===== src/rtl/spi_master.sv =====
// spi_master: frames a 10-bit command word onto MOSI under SS_n and, for
// read-data commands, captures an RX_BITS reply from MISO after a turnaround.
module spi_master #(
    parameter int TURN_CYCLES = 2,
    parameter int RX_BITS     = 8
) (
    input  logic               clk,
    input  logic               rst_n,
    input  logic               start,
    input  logic [9:0]         tx_word,
    input  logic               abort,
    output logic               busy,
    output logic               done,
    output logic [RX_BITS-1:0] rd_data,
    output logic               rd_valid,
    output logic               SS_n,
    output logic               MOSI,
    input  logic               MISO
);
    typedef enum logic [2:0] {S_IDLE, S_CLASS, S_SHIFT, S_TURN, S_RECV, S_END} state_t;

    localparam logic [3:0] TURN_LAST = 4'(TURN_CYCLES - 1);
    localparam logic [3:0] RX_LAST   = 4'(RX_BITS - 1);

    state_t             state_q, state_d;
    logic [9:0]         word_q, word_d;
    logic [3:0]         cnt_q, cnt_d;
    logic [RX_BITS-1:0] rx_q, rx_d;
    logic [RX_BITS-1:0] rd_data_q, rd_data_d;
    logic               ss_q, ss_d, mosi_q, mosi_d, busy_q, busy_d, done_q, done_d, rv_q, rv_d;

    always_ff @(posedge clk or negedge rst_n) begin
        if (!rst_n) begin
            state_q   <= S_IDLE;
            word_q    <= '0;
            cnt_q     <= '0;
            rx_q      <= '0;
            rd_data_q <= '0;
            ss_q      <= 1'b1;
            mosi_q    <= 1'b0;
            busy_q    <= 1'b0;
            done_q    <= 1'b0;
            rv_q      <= 1'b0;
        end else begin
            state_q   <= state_d;
            word_q    <= word_d;
            cnt_q     <= cnt_d;
            rx_q      <= rx_d;
            rd_data_q <= rd_data_d;
            ss_q      <= ss_d;
            mosi_q    <= mosi_d;
            busy_q    <= busy_d;
            done_q    <= done_d;
            rv_q      <= rv_d;
        end
    end

    always_comb begin
        state_d = state_q;
        word_d  = word_q;
        rx_d    = rx_q;
        unique case (state_q)
            S_IDLE, S_END: begin
                state_d = start ? S_CLASS : S_IDLE;
                word_d  = start ? tx_word : word_q;
            end
            S_CLASS: state_d = S_SHIFT;
            S_SHIFT: state_d = (cnt_q != 4'd9) ? S_SHIFT : (word_q[9:8] == 2'b11) ? S_TURN : S_END;
            S_TURN:  state_d = (cnt_q == TURN_LAST) ? S_RECV : S_TURN;
            S_RECV: begin
                rx_d    = {rx_q[RX_BITS-2:0], MISO};
                state_d = (cnt_q == RX_LAST) ? S_END : S_RECV;
            end
            default: state_d = S_IDLE;
        endcase
        if (abort && !(state_q inside {S_IDLE, S_END}))
            state_d = S_IDLE;
        cnt_d = (state_d != state_q) ? 4'd0 : (cnt_q == 4'hF) ? cnt_q : cnt_q + 4'd1;
    end

    // Outputs are registered from the next state so they line up with it.
    always_comb begin
        busy_d    = state_d inside {S_CLASS, S_SHIFT, S_TURN, S_RECV};
        ss_d      = !busy_d;
        mosi_d    = (state_d == S_CLASS) ? word_d[9] :
                    (state_d == S_SHIFT) ? word_d[4'd9 - cnt_d] : 1'b0;
        done_d    = state_d == S_END;
        rv_d      = done_d && word_d[9:8] == 2'b11;
        rd_data_d = (state_q == S_RECV && state_d == S_END) ? rx_d : rd_data_q;
    end

    assign busy     = busy_q;
    assign done     = done_q;
    assign rd_data  = rd_data_q;
    assign rd_valid = rv_q;
    assign SS_n     = ss_q;
    assign MOSI     = mosi_q;
endmodule


===== config.mk =====
export PLATFORM = sky130hd
export DESIGN_NAME = spi_master
export DESIGN_NICKNAME = d
export VERILOG_FILES = /design/src/rtl/spi_master.sv
export SDC_FILE = /design/constraint.sdc
export NUM_CORES = 1
export LEC_CHECK = 0
export ABC_AREA = 1
export CORE_MARGIN = 5
export CORE_UTILIZATION = 53
export DETAILED_ROUTE_END_ITERATION = 7
export PLACE_DENSITY = 0.78
export SETUP_SLACK_MARGIN = 0.15
export SYNTH_ARGS = -nofsm -noshare
export SYNTH_HDL_FRONTEND = slang
export SYNTH_SLANG_ARGS = --single-unit

===== constraint.sdc =====
create_clock -name clk -period 3.4 [get_ports clk]
set_clock_uncertainty 0.2 [all_clocks]
set_input_delay 1.02 -clock clk [delete_from_list [all_inputs] [get_ports clk]]
set_output_delay 1.02 -clock clk [all_outputs]
set_load 0.01 [all_outputs]

==> results of run 1 <==
==> worst max-delay path: stages <==
cell and delay [ps]:
clkdlybuf4s50_1 500, nand3_4 130, nand3_1 110, nand2_1 130
nor2_8 130, buf_4 170, nand3b_4 100, ha_1 300
inv_1 90, nand2_1 60, nor2_1 90, nand2_1 50
a21oi_1 130, nand2_1 70, nand2_1 50
==> flip-flops by register name, indices dropped and copies added (netlist names) <==
signal    cells
busy          1
done          1
SS_n          1
state_q       3
word_q       10
cnt_q         4
rx_q          7
MOSI          1
rd_data       8
rd_valid      1
==> cell usage after synthesis <==
master,n,share of area (%)
a21boi_0,1,0.40
nor2_8,1,1.1
buf_4,1,0.40
o21ai_0,1,0.27
buf_2,1,0.27
ha_1,3,2.0
nor3_4,1,0.87
nand2_4,3,1.8
nor2_1,10,2.0
nand3_4,1,0.93
inv_2,7,1.4
nand2_2,6,2.0
dfrtp_1,36,48
xor2_1,1,0.47
nor3_1,2,0.53
inv_1,26,5.2
buf_6,1,0.60
nand2_1,77,15
a31oi_1,1,0.33
nand3b_4,1,1.1
nand4_1,5,1.7
clkinv_2,1,0.27
nor2_2,4,1.3
dfstp_2,1,1.4
nand3_2,3,1.6
nand3_1,19,5.1
o21ai_1,1,0.27
a21oi_1,2,0.53
mux2i_1,1,0.53
o22ai_1,7,2.3
==> cells by family after synthesis <==
kind of cell	after synthesis	synth area share, %
compound gates	13	4.13
xor+xnor	1	0.467
fa+ha+maj	3	2.00
buf+inv	37	8.13
flops	37	49.4
mux	1	0.533
simple gates	133	35.3
==> repair_timing <==
item / CTS / global route
endpoints found under the setup margin: 0 / 1
gates resized for setup: 0 / 2
setup buffers: 0 / 0
hold buffers: 0 / 0
==> where the power goes <==
| group | switching (mW) | leakage [nW] | internal, mW |
|---|---|---|---|
| clock network | 0.138 | 0.0455 | 0.176 |
| registers | 0.0634 | 0.449 | 0.560 |
| logic | 0.548 | 0.771 | 0.339 |
==> metal layers <==
layer  wire length [µm]  GRT usage, %  part of all wire, %  vias up
met5                  0             0                    0        -
met4                 59          5.42                  1.6        0
met3                 96          3.48                  2.6        6
met2               1750          27.3                   47       24
met1               1790          22.8                   48      695
li1                   -             -                    -      781
==> worst min path at each step <==
stage	end	startpoint	slack, ps	depth (start not counted)
final	word_q[7]	word_q[7]	290	2
after floorplan	word_q[0]	word_q[0]	240	2
after global routing	word_q[7]	word_q[7]	330	2
after global placement	word_q[5]	word_q[5]	260	2
after detailed placement	rx_q[5]	rx_q[5]	270	2
after CTS	rx_q[5]	rx_q[5]	290	2
==> cell type report <==
type	count	area, µm²
fill	262	1070
sequential	37	927
multi-input combinational	151	810
timing repair buffer	33	315
inverter	34	129
tap	46	57.6
clock buffer	7	55.1
clock inverter	1	30.0
==> impl_metrics.yaml, run 1 <==
die:
  fp.coreArea_mm2: 0.00339
  die_h_um: 69.5
  ios: 28
  dieWidth_um: 69.5
  dieArea_mm2: 0.00483
  start_util_pct: 55.4
  rows: 21
global_route:
  antenna_found_initial: 0
  grt_pass1_wl_mm: 6.70
  grt_max_degree: 38
  grt_pass1_vias: 1502
  grt-ovfl-total: 0
  grt_use_total_pct: 16.9
cts:
  h-tree-depth: 2
  max-clock-path-buffers: 2
  root_buffer: "clkbuf_4"
  cts.sinks: 37
  cts-buffers-inserted: 5
  cts_tree: "done"
  insertion_delay_ps: 330
  clk_pin_slew_ps: 120
drt:
  drt-wirelength-per-cell_um: 12.0
  drt_first_pass_iters: 4
  num_vias: 1506
  drcViolationCount: 0
  routed_via_density: 4.87
  drt_iter0_markers: 58
  antenna_left: 0
  wirelength_mm: 3.70
setup_path:
  endpoint_kind: "register"
  start_kind: "primary input"
  r2r_start: "state_q[1]"
  rr_worst_depth: 19
  reg2reg_setup_slack_ps: 540
  r2r-end: "MOSI"
  cp_max_fo: 6
  endpoint: "MOSI"
  worstPathArrival_ps: 3140
  worstSetupPathType: "primary input to register"
  required_ps: 3480
  cp-startpoint: "abort"
layout:
  final_nets: 280
  syn2layout_area_growth_pct: 23.8
  antenna_cells: 0
  most-common-layout-cells: "nand2_1, dfrtp_1, clkdlybuf4s50_1"
  final_common_cell: "nand2_1"
  final_util_pct: 68.5
  instances_no_fill: 309
  fin_area_mm2: 0.00232
  drive_gt1_share_pct: 16.3
placement:
  gp_congestion: 0.856
  portBuffers: 27
  dpl_cell_area_mm2: 0.00223
  place_ws_ps: -89.9
  place_hpwl_mm: 2.80
  dp_cells: 301
power_and_ir_drop:
  power.leakage_nw: 1.27
  cellPowerDensity_mw_per_mm2: 785
  ir_drop_v: 0.000564
  total_power_mw: 1.82
timing:
  relSlewSlack_pct: 64.9
  setup_viol: 0
  fin_crit_sh_pct: 90.1
  timing.hold.ws_ps: 290
  min_period_ps: 3060
  finalMaxSlewViolations: 0
  finalSetupTns_ps: 0
  rsz0062_at_grt: "false"
  max_freq_mhz: 327
  tightest_slew_ps: 525
  hold_viol: 0
  fin_ws_ps: 338
synthesis:
  ys_ff_latch: 37
  synth.distinct_cells: 30
  yosys_warnings: 0
  syn_nets: 243
  ys_seq_area_share_pct: 49.4
  avgSynthCellArea_um2: 8.34
  netlist_instances: 225
  netlist_area_mm2: 0.00188
min_path:
  hold_class: "register to register"
job:
  drv_cap: 0
run_status:
  status: "finished clean"
Power figures use the tool's default switching activity.
==> run 2: changes to the inputs <==
--- a/config.mk
+++ b/config.mk
@@ -9,6 +9,7 @@
 export CORE_MARGIN = 5
 export CORE_UTILIZATION = 53
 export DETAILED_ROUTE_END_ITERATION = 7
+export GPL_ROUTABILITY_DRIVEN = 0
 export PLACE_DENSITY = 0.78
 export SETUP_SLACK_MARGIN = 0.15
 export SYNTH_ARGS = -nofsm -noshare
==> results of run 2 <==
Final layout, timing and power as in run 1 (identical DEF).
